[src/rtl/wb_stage_param.sv]
// wb_stage_param -- writeback stage of the 16-bit processor.
//
// Takes one retiring instruction per cycle and picks its result from one of
// four sources: ALU, memory, link address or immediate. Byte loads are pulled
// out of the selected lane and sign- or zero-extended. A two-state FSM waits
// when memory is slow. The stage drives a registered register-file write port
// and a wrapping retire counter.
//
// Ports
//   clock, reset        stage clock; asynchronous active-high reset
//   in_valid/in_ready   upstream handshake (in_ready is high only in IDLE)
//   flush               kills the instruction offered now or waiting in WAIT
//   in_wb_en, in_rd     register write enable and destination
//   in_wb_sel           0=ALU 1=MEM 2=LINK 3=IMM
//   in_alu/link/imm     non-memory result sources
//   in_mem_byte/sext/hi byte-load controls
//   mem_ready/mem_rdata memory read data, valid while mem_ready=1
//   rf_we/waddr/wdata   registered register-file write port
//   stall_out           ~in_ready
//   retired             count of completed instructions (wraps)
//   state_dbg           current FSM state (0=IDLE, 1=WAIT)
//
// Handshake: an instruction moves in on a rising clock edge when in_valid and
// in_ready are both high and flush is low. Upstream holds its in_* values
// while in_ready is low. in_ready depends only on the state register.
module wb_stage_param #(
    parameter int DATA_W   = 16,
    parameter int RADDR_W  = 3,
    parameter int ZERO_REG = 1,
    parameter int CNT_W    = 16
) (
    input  logic               clock,
    input  logic               reset,
    input  logic               in_valid,
    output logic               in_ready,
    input  logic               flush,
    input  logic               in_wb_en,
    input  logic [RADDR_W-1:0] in_rd,
    input  logic [1:0]         in_wb_sel,
    input  logic [DATA_W-1:0]  in_alu,
    input  logic [DATA_W-1:0]  in_link,
    input  logic [DATA_W-1:0]  in_imm,
    input  logic               in_mem_byte,
    input  logic               in_mem_sext,
    input  logic               in_mem_hi,
    input  logic               mem_ready,
    input  logic [DATA_W-1:0]  mem_rdata,
    output logic               rf_we,
    output logic [RADDR_W-1:0] rf_waddr,
    output logic [DATA_W-1:0]  rf_wdata,
    output logic               stall_out,
    output logic [CNT_W-1:0]   retired,
    output logic               state_dbg
);

    localparam logic [1:0] SEL_ALU  = 2'd0;
    localparam logic [1:0] SEL_MEM  = 2'd1;
    localparam logic [1:0] SEL_LINK = 2'd2;

    typedef enum logic {
        S_IDLE = 1'b0,
        S_WAIT = 1'b1
    } state_e;

    state_e               state_q, state_d;
    logic                 rf_we_q, rf_we_d;
    logic [RADDR_W-1:0]   rf_waddr_q, rf_waddr_d;
    logic [DATA_W-1:0]    rf_wdata_q, rf_wdata_d;
    logic [CNT_W-1:0]     retired_q, retired_d;
    // Fields of a load held in WAIT
    logic                 h_wb_en_q, h_wb_en_d;
    logic [RADDR_W-1:0]   h_rd_q, h_rd_d;
    logic                 h_byte_q, h_byte_d;
    logic                 h_sext_q, h_sext_d;
    logic                 h_hi_q, h_hi_d;

    logic                 accept;
    logic                 complete;
    logic                 c_wb_en;
    logic [RADDR_W-1:0]   c_rd;
    logic [DATA_W-1:0]    c_data;

    // The high lane is the top byte of the word, which is bits [15:8] when
    // DATA_W is 16. The extension fills the whole word first and then puts
    // the lane in [7:0], so DATA_W=8 needs no special case.
    function automatic logic [DATA_W-1:0] extract(
        input logic [DATA_W-1:0] rdata,
        input logic              is_byte,
        input logic              sext,
        input logic              hi
    );
        logic [7:0]        lane;
        logic [DATA_W-1:0] ext;
        lane     = hi ? rdata[DATA_W-1 -: 8] : rdata[7:0];
        ext      = {DATA_W{sext & lane[7]}};
        ext[7:0] = lane;
        return is_byte ? ext : rdata;
    endfunction

    assign in_ready  = (state_q == S_IDLE);
    assign stall_out = ~in_ready;
    assign accept    = in_valid & in_ready & ~flush;

    always_comb begin
        state_d   = state_q;
        h_wb_en_d = h_wb_en_q;
        h_rd_d    = h_rd_q;
        h_byte_d  = h_byte_q;
        h_sext_d  = h_sext_q;
        h_hi_d    = h_hi_q;
        complete  = 1'b0;
        c_wb_en   = in_wb_en;
        c_rd      = in_rd;
        c_data    = in_imm;

        case (state_q)
            S_IDLE: begin
                if (accept) begin
                    if (in_wb_sel != SEL_MEM || mem_ready) begin
                        complete = 1'b1;
                        case (in_wb_sel)
                            SEL_ALU:  c_data = in_alu;
                            SEL_MEM:  c_data = extract(mem_rdata, in_mem_byte,
                                                       in_mem_sext, in_mem_hi);
                            SEL_LINK: c_data = in_link;
                            default:  c_data = in_imm;
                        endcase
                    end else begin
                        state_d   = S_WAIT;
                        h_wb_en_d = in_wb_en;
                        h_rd_d    = in_rd;
                        h_byte_d  = in_mem_byte;
                        h_sext_d  = in_mem_sext;
                        h_hi_d    = in_mem_hi;
                    end
                end
            end
            S_WAIT: begin
                // A flush takes priority over data arriving in the same cycle.
                if (flush) begin
                    state_d = S_IDLE;
                end else if (mem_ready) begin
                    state_d  = S_IDLE;
                    complete = 1'b1;
                    c_wb_en  = h_wb_en_q;
                    c_rd     = h_rd_q;
                    c_data   = extract(mem_rdata, h_byte_q, h_sext_q, h_hi_q);
                end
            end
            default: state_d = S_IDLE;
        endcase

        rf_we_d    = complete & c_wb_en & ~((ZERO_REG != 0) && (c_rd == '0));
        rf_waddr_d = rf_we_d ? c_rd : rf_waddr_q;
        rf_wdata_d = rf_we_d ? c_data : rf_wdata_q;
        // Every completion counts, including writes that are suppressed.
        retired_d  = retired_q + CNT_W'(complete);
    end

    always_ff @(posedge clock or posedge reset) begin
        if (reset) begin
            state_q    <= S_IDLE;
            rf_we_q    <= 1'b0;
            rf_waddr_q <= '0;
            rf_wdata_q <= '0;
            retired_q  <= '0;
            h_wb_en_q  <= 1'b0;
            h_rd_q     <= '0;
            h_byte_q   <= 1'b0;
            h_sext_q   <= 1'b0;
            h_hi_q     <= 1'b0;
        end else begin
            state_q    <= state_d;
            rf_we_q    <= rf_we_d;
            rf_waddr_q <= rf_waddr_d;
            rf_wdata_q <= rf_wdata_d;
            retired_q  <= retired_d;
            h_wb_en_q  <= h_wb_en_d;
            h_rd_q     <= h_rd_d;
            h_byte_q   <= h_byte_d;
            h_sext_q   <= h_sext_d;
            h_hi_q     <= h_hi_d;
        end
    end

    assign rf_we     = rf_we_q;
    assign rf_waddr  = rf_waddr_q;
    assign rf_wdata  = rf_wdata_q;
    assign retired   = retired_q;
    assign state_dbg = state_q;

endmodule

[config.mk]
export PLATFORM = sky130hd
export DESIGN_NAME = wb_stage_param
export DESIGN_NICKNAME = d
export VERILOG_FILES = /design/src/rtl/wb_stage_param.sv
export SDC_FILE = /design/constraint.sdc
export NUM_CORES = 1
export LEC_CHECK = 0
export BUFFER_PORTS_ARGS = -buffer_cell sky130_fd_sc_hd__buf_2
export CAP_MARGIN = 0
export CORE_UTILIZATION = 35
export DETAILED_ROUTE_END_ITERATION = 10
export HOLD_SLACK_MARGIN = 0.12
export SYNTH_ARGS = -nofsm -noshare
export SYNTH_HDL_FRONTEND = slang
export SYNTH_SLANG_ARGS = --single-unit
[constraint.sdc]
create_clock -name clock -period 2.1 [get_ports clock]
set_clock_uncertainty 0.15 [all_clocks]
set_input_delay 0.42 -clock clock [delete_from_list [all_inputs] [get_ports clock]]
set_output_delay 0.42 -clock clock [all_outputs]
set_load 0.03 [all_outputs]
==> run_results.csv, run 1 <==
group,metric,value,unit
finish,diodes,0,
timing,fin_crit,2.04,ns
routing,drtPass1Iterations,4,
place,dp.cells,544,
finish,layout.cells.non_filler,559,
synthesis,synth-seq-cells,44,
global_route,use_met1,0.268,
place,hpwl,6.62,mm
routing,ant_nets,0,
floorplan,die_area,8480,um^2
timing,relSlewSlack,0.623,
finish,drive_gt1_frac,0.383,
global_route,grt_use_met2,0.349,
setup_path,crit_arrival,2.10,ns
routing,wl_per_cell,15.3,um
finish,design_area,3890,um^2
timing,hold_viol_final,0,
setup_path,required,2.16,ns
cts,h-tree-depth,2,
setup_path,worstPathMaxFanout,7,
floorplan,num_rows,32,
synthesis,yosys.cell_types.count,39,
cts,numCtsBuffers,5,
status,status,"finished, final reports clean",
timing,fin_hold_ws,0.119,ns
routing,drc,0,
floorplan,die_w,92.1,um
global_route,top_usage_layer,"met2",
cts,cts-root-buf,"clkbuf_8",
routing,vias,2992,
setup_path,rrSetupSlack,0.06,ns
timing,fin_crit_sh,0.973,
routing,viasPerCell,5.35,
setup_path,crit_type,"reg -> reg",
floorplan,core_area,7770,um^2
setup_path,reg2reg_to,"rf_wdata[7]",
global_route,track_usage,0.204,
routing,drt_first_iter_violations,97,
setup_path,critPathCaptureType,"flip-flop",
cts,clockBufferDepth,2,
finish,post-route-util,0.500,
setup_path,r2r_start,"stall_out",
synthesis,synthCells,325,
finish,final_nets,537,
place,placed_area,3680,um^2
job,drv_cap,0,
min_path,hold_class,"in -> async",
power,p_leak,0.00182,uW
floorplan,dieHeight,92.1,um
global_route,grt_first_pass_wirelength,13.8,mm
setup_path,path_delay_family,"compound AO/OA/AOI/OAI gates",
synthesis,ys.warnings.count,0,
global_route,antenna_found_initial,0,
synthesis,yosysSeqAreaShare,0.388,
setup_path,critPathSlowestCell,"dfrtp_2",
global_route,gr-usage-met3,0.0249,
global_route,grt_pass1_vias,2853,
finish,area_delta_synth_final,36.9,%
setup_path,slowest_delay,0.48,ns
setup_path,path_cells,"nand3b_4 > mux2_4 > a2111oi_4 > buf_6 > buf_4 > nor2_1 > a31oi_1",
cts,clk_transition_reported_paths,0.09,ns
synthesis,syn_area_per_cell,8.74,um^2
floorplan,initial_core_util,0.365,
power,peakVddDrop,0.321,mV
setup_path,reg2reg_depth,7,
synthesis,synth_nets,406,
timing,maxSlewViolCount,0,
timing,fin_setup_tns,0,ns
timing,rsz0062_at_grt,"yes",
timing,setup_viol,0,
timing,worst_pin_slew,0.565,ns
setup_path,cp_num_buf_inv,2,
floorplan,ioPinCount,117,
global_route,grt_max_degree,45,
place,io_buffers,116,
global_route,grt_overflow,0,
cts,insertion_delay,0.29,ns
synthesis,netlist_area,2840,um^2
setup_path,crit_path_start_kind,"flip-flop",
cts,cts_tree,"yes",
place,place.gp.congestion,0.805,
power,powerDensity,708,nW/um^2
routing,wl,8.56,mm
finish,fillers,794,
timing,fmax,490,MHz
cts,cts.sinks,44,
==> flip-flops by register name (all words and copies together) (netlist names) <==
| register | count |
|---|---|
| retired | 16 |
| rf_wdata | 16 |
| h_rd_q | 3 |
| rf_waddr | 3 |
| h_byte_q | 1 |
| h_hi_q | 1 |
| h_sext_q | 1 |
| h_wb_en_q | 1 |
| rf_we | 1 |
| stall_out | 1 |
==> how the worst max path moves through the flow <==
stage | start | endpoint | cells past startpoint
after floorplan | in_wb_sel[1] | retired[14] | 10
after global placement | flush | rf_wdata[12] | 7
after detailed placement | flush | rf_wdata[6] | 7
after CTS | stall_out | rf_wdata[6] | 6
after global routing | stall_out | rf_wdata[6] | 7
final | stall_out | rf_wdata[7] | 7
==> stage by stage <==
stage	setup WS [ns]	total power, uW
final	0.0577	2750
after global routing	-0.0451	2930
after CTS	-0.00137	2760
after detailed placement	-0.123	2210
after global placement	-0.0551	2180
after floorplan	0.00223	1820
==> final cells by class <==
class                   count  area, um^2  area share
multi-input cells         252        1650       0.425
flip-flops and latches     44        1100       0.284
well taps                 102         128      0.0328
inverters                   5        18.8     0.00483
repair buffers            148         897       0.231
clock buffers               8        90.1      0.0232
==> cells in the final DEF (no fill, tap or decap), drive strengths merged, types with 3 or more instances in the layout <==
cell,synthesis,final
dfrtp,44,44
nand2b,9,9
mux2,8,8
and3,3,3
nand3,32,32
nor2b,4,4
ha,3,3
mux2i,12,12
nor3,8,8
o221ai,17,17
nor2,41,41
nand2,35,35
clkbuf,15,10
o22ai,9,9
buf,9,146
a31oi,16,16
o211ai,21,21
inv,4,4
xor2,4,4
xnor2,10,10
o21ai,6,6
==> Yosys cell counts <==
master	n	share of area
o211a_1	1	0.0035
xor2_1	4	0.012
dfrtp_1	44	0.39
a31oi_1	16	0.035
clkinv_1	1	0.0013
nand3_1	32	0.056
nor2_1	41	0.054
a2111oi_4	1	0.0097
o22a_1	1	0.0031
mux2i_1	12	0.042
ha_1	3	0.013
or3_1	1	0.0022
o211ai_1	21	0.056
o21ai_0	6	0.011
a311o_1	1	0.0035
o21a_1	1	0.0026
o21bai_1	1	0.0026
inv_1	4	0.0053
a21oi_1	1	0.0018
nand3b_4	1	0.0071
buf_4	2	0.0053
buf_2	3	0.0053
a2111oi_2	1	0.0053
mux2_4	1	0.0053
nor3_1	8	0.014
clkbuf_1	15	0.020
xnor2_1	10	0.031
a21bo_2	1	0.0035
nand4_1	2	0.0044
o221ai_1	17	0.052
mux2_2	7	0.028
buf_6	2	0.0079
and3_1	3	0.0066
o21ba_2	1	0.0035
nand2_1	35	0.046
nand2b_1	9	0.020
o22ai_1	9	0.020
buf_1	2	0.0026
nor2b_1	4	0.0088
==> what timing repair did <==
action                                 CTS  global route
setup buffers                            0             5
gates cloned                             0             2
endpoints found under the hold margin    0             0
gates resized for setup                  1             6
pin swaps                                0             4
hold buffers                             0             0
setup endpoints to repair                1            18
==> cells by family (layout without fill, tap and decap cells) <==
| logic type | Yosys count | after routing | share of synthesized area |
|---|---|---|---|
| AO/OA/AOI/OAI | 79 | 79 | 0.213 |
| XOR/XNOR | 14 | 14 | 0.0432 |
| flip-flops | 44 | 44 | 0.388 |
| AND/OR/NAND/NOR | 136 | 136 | 0.220 |
| adder cells (fa/ha/maj) | 3 | 3 | 0.0132 |
| multiplexers | 20 | 20 | 0.0754 |
| buffers and inverters | 29 | 161 | 0.0476 |
==> per-layer routing <==
layer | share of wire | vias up
li1 | - | 1458
met1 | 0.44 | 1389
met4 | 0.019 | 0
met2 | 0.48 | 133
met3 | 0.056 | 12
met5 | 0 | -
==> where the power goes <==
group	switching, uW	total, uW	internal, uW
logic	643	1040	393
clock network	279	548	269
registers	152	1170	1020
==> worst min-delay path, stage by stage <==
cell,delay (ns)
buf_2,0.10
inv_2,0.03
buf_4,0.46
(Power assumes the default switching activity.)
==> run 2: changes to the inputs <==
- CORE_UTILIZATION: 35 -> 44
- PLACE_DENSITY: not set -> 0.77
==> run 2 against run 1 <==
Against the previous run: combinational power barely moved; sequential cell count did not move; clock power rose by 30%; critical endpoint is now rf_waddr[1]; largest cell class unchanged; clock-buffer cell count fell by 1; die area fell by 20%.
==> run_results.csv, run 2 (synthesis gave the netlist of run 1 again) <==
group,metric,value,unit
status,status,"finished, final reports clean",
routing,drt_first_iter_violations,157,
place,dp.cells,513,
global_route,gr-usage-met3,0.0505,
routing,ant_nets,0,
global_route,grt_first_pass_wirelength,13.4,mm
finish,final_cell_mix,"buf_2, dfrtp_1, nor2_1",
timing,maxSlewViolCount,0,
timing,hold_viol_final,0,
place,placed_area,3630,um^2
global_route,grt_overflow,0,
finish,final_common_cell,"buf_2",
place,place.gp.congestion,0.930,
cts,h-tree-depth,2,
global_route,grt_pass1_vias,2821,
finish,layout.cells.non_filler,528,
floorplan,initial_core_util,0.468,
power,p_leak,0.00183,uW
global_route,grt_max_degree,32,
global_route,top_usage_layer,"met2",
cts,cts.sinks,44,
global_route,grt_use_met2,0.434,
cts,cts-root-buf,"clkbuf_8",
floorplan,core_area,6060,um^2
timing,relSlewSlack,0.512,
job,drv_cap,0,
finish,design_area,3850,um^2
routing,drtPass1Iterations,6,
setup_path,crit_type,"reg -> reg",
floorplan,die_w,82.3,um
global_route,use_met1,0.334,
routing,wl,8.33,mm
floorplan,dieHeight,82.3,um
routing,drc,0,
global_route,antenna_found_initial,0,
finish,drive_gt1_frac,0.377,
timing,fmax,490,MHz
min_path,hold_class,"in -> reg",
power,powerDensity,756,nW/um^2
setup_path,worstPathMaxFanout,5,
routing,wl_per_cell,15.8,um
cts,cts_tree,"yes",
setup_path,critPathCaptureType,"flip-flop",
cts,insertion_delay,0.29,ns
setup_path,crit_arrival,2.11,ns
cts,clockBufferDepth,2,
cts,numCtsBuffers,5,
floorplan,die_area,6780,um^2
timing,worst_pin_slew,0.732,ns
timing,fin_crit_sh,0.972,
global_route,track_usage,0.260,
finish,area_delta_synth_final,35.7,%
finish,fillers,539,
timing,setup_viol,0,
timing,fin_crit,2.04,ns
routing,vias,3017,
finish,diodes,0,
finish,final_nets,533,
setup_path,reg2reg_depth,8,
place,io_buffers,116,
cts,clk_transition_reported_paths,0.09,ns
routing,viasPerCell,5.71,
floorplan,num_rows,28,
setup_path,required,2.17,ns
place,hpwl,6.15,mm
floorplan,ioPinCount,117,
power,peakVddDrop,0.594,mV
setup_path,crit_path_start_kind,"flip-flop",
power,power.total,2910,uW
min_path,min_path_cells,2,
==> run 2: cell types whose count changed in the layout (fill, tap and decap cells not counted), sizes merged <==
cell         previous run  this run
buf                   146       141
dlygate4sd3             0         1
clkbuf                 10         9
bufinv                  0         1
==> run 2: repair_timing <==
action	4_1_cts	5_1_grt
pin swaps	0	2
hold endpoints to repair	25	0
setup buffers	0	5
hold buffers	1	0
cloned	0	1
setup endpoints to repair	1	14
gates resized for setup	1	6
==> run 2: worst paths after layout <==
| path | endpoint | slack, ns | from |
|---|---|---|---|
| min in group asynchronous | rf_wdata[15] | 0.57 | reset |
| min reg2reg | retired[15] | 0.32 | retired[15] |
| max in group asynchronous | retired[9] | 0.65 | reset |
| max reg2reg | rf_waddr[1] | 0.06 | stall_out |
| min | h_sext_q | 0.22 | in_mem_sext |
| max | rf_waddr[1] | 0.06 | stall_out |
==> run 2: through the flow <==
stage               worst slack, ns  setup TNS, ns  hold WS (ns)   util
CTS                          0.0191              0         0.216  0.622
global placement            -0.0271         -0.161         0.305  0.599
global route                -0.0176        -0.0530         0.213  0.636
floorplan                   0.00223              0         0.329      -
detailed placement          -0.0998         -0.993         0.312  0.599
finish                       0.0597              0         0.220  0.636
==> run 2: power breakdown <==
part	internal [uW]	switching (uW)
registers	1020	142
clock network	420	292
logic	391	653
==> run 2: routing by layer <==
metal,vias up,part of all wire
met5,-,0
met4,0,0.016
met3,11,0.086
met2,167,0.47
met1,1387,0.43
li1,1452,-
==> run 2: area by class of cell <==
cell class / count / area [um^2] / area share
clock buffers: 7 / 96.3 / 0.0250
clock inverters: 1 / 30.0 / 0.00779
inverters: 5 / 18.8 / 0.00487
multi-input cells: 252 / 1640 / 0.425
flip-flops and latches: 44 / 1100 / 0.286
well taps: 75 / 93.8 / 0.0244
repair buffers: 144 / 873 / 0.227
==> run 2: critical path, stage by stage, from the launching register on <==
cell and delay (ns):
dfrtp_2 0.46, nand3b_4 0.12, mux2_4 0.32, a2111oi_4 0.36, buf_6 0.20, buf_4 0.12
buf_4 0.10, nor2_1 0.03, a21oi_1 0.10
==> run 3: changes to the inputs <==
- RECOVER_POWER: not set -> 100
==> run 3 against run 2 <==
Against the previous run: non-clock buffer count unchanged; register-to-register slack about the same; maximum frequency about the same; critical path depth unchanged; clock-buffer cell count unchanged; core utilization down 0.83 points; worst hold slack about the same; via count up 0.73%; final area down 1.3%.
==> run_results.csv, run 3 (synthesis gave the netlist of run 1 again) <==
group,metric,value,unit
timing,hold_viol_final,0,
global_route,grt_first_pass_wirelength,13.4,mm
routing,wl_per_cell,15.9,um
routing,drtPass1Iterations,4,
global_route,antenna_found_initial,0,
global_route,grt_pass1_vias,2821,
setup_path,critPathCaptureType,"flip-flop",
setup_path,required,2.17,ns
setup_path,worstPathMaxFanout,5,
routing,viasPerCell,5.76,
cts,cts-root-buf,"clkbuf_8",
min_path,hold_class,"in -> reg",
place,io_buffers,116,
cts,cts_tree,"yes",
timing,fin_hold_ws,0.220,ns
routing,vias,3039,
cts,clockBufferDepth,2,
place,hpwl,6.15,mm
cts,h-tree-depth,2,
routing,drc,0,
finish,diodes,0,
timing,fmax,490,MHz
finish,final_common_cell,"buf_2",
global_route,track_usage,0.260,
status,status,"finished, final reports clean",
timing,worst_pin_slew,1.01,ns
global_route,grt_max_degree,32,
finish,final_cell_mix,"buf_2, dfrtp_1, nor2_1",
power,power.total,2880,uW
finish,drive_gt1_frac,0.291,
power,powerDensity,758,nW/um^2
power,p_leak,0.00170,uW
cts,insertion_delay,0.29,ns
cts,cts.sinks,44,
setup_path,crit_path_start_kind,"flip-flop",
timing,relSlewSlack,0.328,
floorplan,ioPinCount,117,
floorplan,die_w,82.3,um
routing,drt_first_iter_violations,157,
floorplan,initial_core_util,0.468,
finish,area_delta_synth_final,33.9,%
cts,numCtsBuffers,5,
floorplan,num_rows,28,
timing,setup_viol,0,
power,peakVddDrop,0.571,mV
finish,fillers,561,
place,place.gp.congestion,0.930,
global_route,grt_overflow,0,
cts,clk_transition_reported_paths,0.09,ns
job,drv_cap,0,
timing,fin_crit_sh,0.972,
timing,maxSlewViolCount,0,
finish,final_nets,533,
floorplan,core_area,6060,um^2
setup_path,crit_type,"reg -> reg",
floorplan,dieHeight,82.3,um
routing,wl,8.39,mm
routing,ant_nets,0,
timing,fin_crit,2.04,ns
setup_path,crit_arrival,2.11,ns
floorplan,die_area,6780,um^2
==> run 3: cell types whose count changed in the layout (fill, tap and decap cells not counted) <==
cell,before,now
buf_2,115,77
buf_4,19,18
clkbuf_1,0,38
clkbuf_2,0,1
inv_1,3,4
inv_2,1,0
==> run 3: per-layer routing <==
layer / share of wire / GRT usage / up-vias
met2: 0.47 / 0.434 / 186
met4: 0.016 / 0.0930 / 0
met1: 0.42 / 0.334 / 1391
li1: - / - / 1451
met3: 0.095 / 0.0505 / 11
met5: 0 / 0 / -
==> run 3: where the power goes <==
part / switching (uW) / internal [uW] / total [uW]
logic: 655 / 351 / 1010
registers: 147 / 1020 / 1160
clock network: 293 / 420 / 713
total: 1100 / 1790 / 2880
==> run 3: per-stage QoR <==
stage / setup WS [ns] / area [um^2] / std cells / util / TNS, ns
after global placement: -0.0271 / 3630 / 513 / 0.599 / -0.161
after floorplan: 0.00223 / 2870 / 325 / - / 0
after CTS: 0.0191 / 3770 / 522 / 0.622 / 0
after detailed placement: -0.0998 / 3630 / 513 / 0.599 / -0.993
final: 0.0590 / 3800 / 528 / 0.627 / 0
after global routing: -0.0177 / 3800 / 528 / 0.627 / -0.0539
==> run 3: area by class of cell <==
class | count | area [um^2] | area share
Multi-Input combinational cell | 252 | 1640 | 0.431
Tap cell | 75 | 93.8 | 0.0247
Clock buffer | 7 | 96.3 | 0.0253
Sequential cell | 44 | 1100 | 0.290
Inverter | 5 | 18.8 | 0.00494
Clock inverter | 1 | 30.0 | 0.00790
Timing Repair Buffer | 144 | 823 | 0.217
==> run 3: what timing repair did <==
action / in CTS / in global routing
pin swaps: 0 / 2
endpoints found under the setup margin: 1 / 14
endpoints found under the hold margin: 25 / 0
gates resized for setup: 1 / 6
hold buffers: 1 / 0
cloned: 0 / 1
buffers inserted: 0 / 5
==> run 3: worst paths after layout <==
kind / depth (start not counted) / slack (ns) / startpoint / end
worst max-delay path: 8 / 0.06 / stall_out / rf_waddr[1]
worst min-delay path: 2 / 0.22 / in_mem_sext / h_sext_q
worst max register to register: 8 / 0.06 / stall_out / rf_waddr[1]
worst min register to register: 1 / 0.32 / retired[15] / retired[15]
max in group asynchronous: 4 / 0.29 / reset / retired[3]
min in group asynchronous: 3 / 0.75 / reset / rf_wdata[15]
==> run 3: critical path, cell delays in order (launching register included) <==
cell       delay (ns)
dfrtp_2          0.46
nand3b_4         0.12
mux2_4           0.32
a2111oi_4        0.36
buf_6            0.19
buf_4            0.12
buf_4            0.10
nor2_1           0.03
a21oi_1          0.10
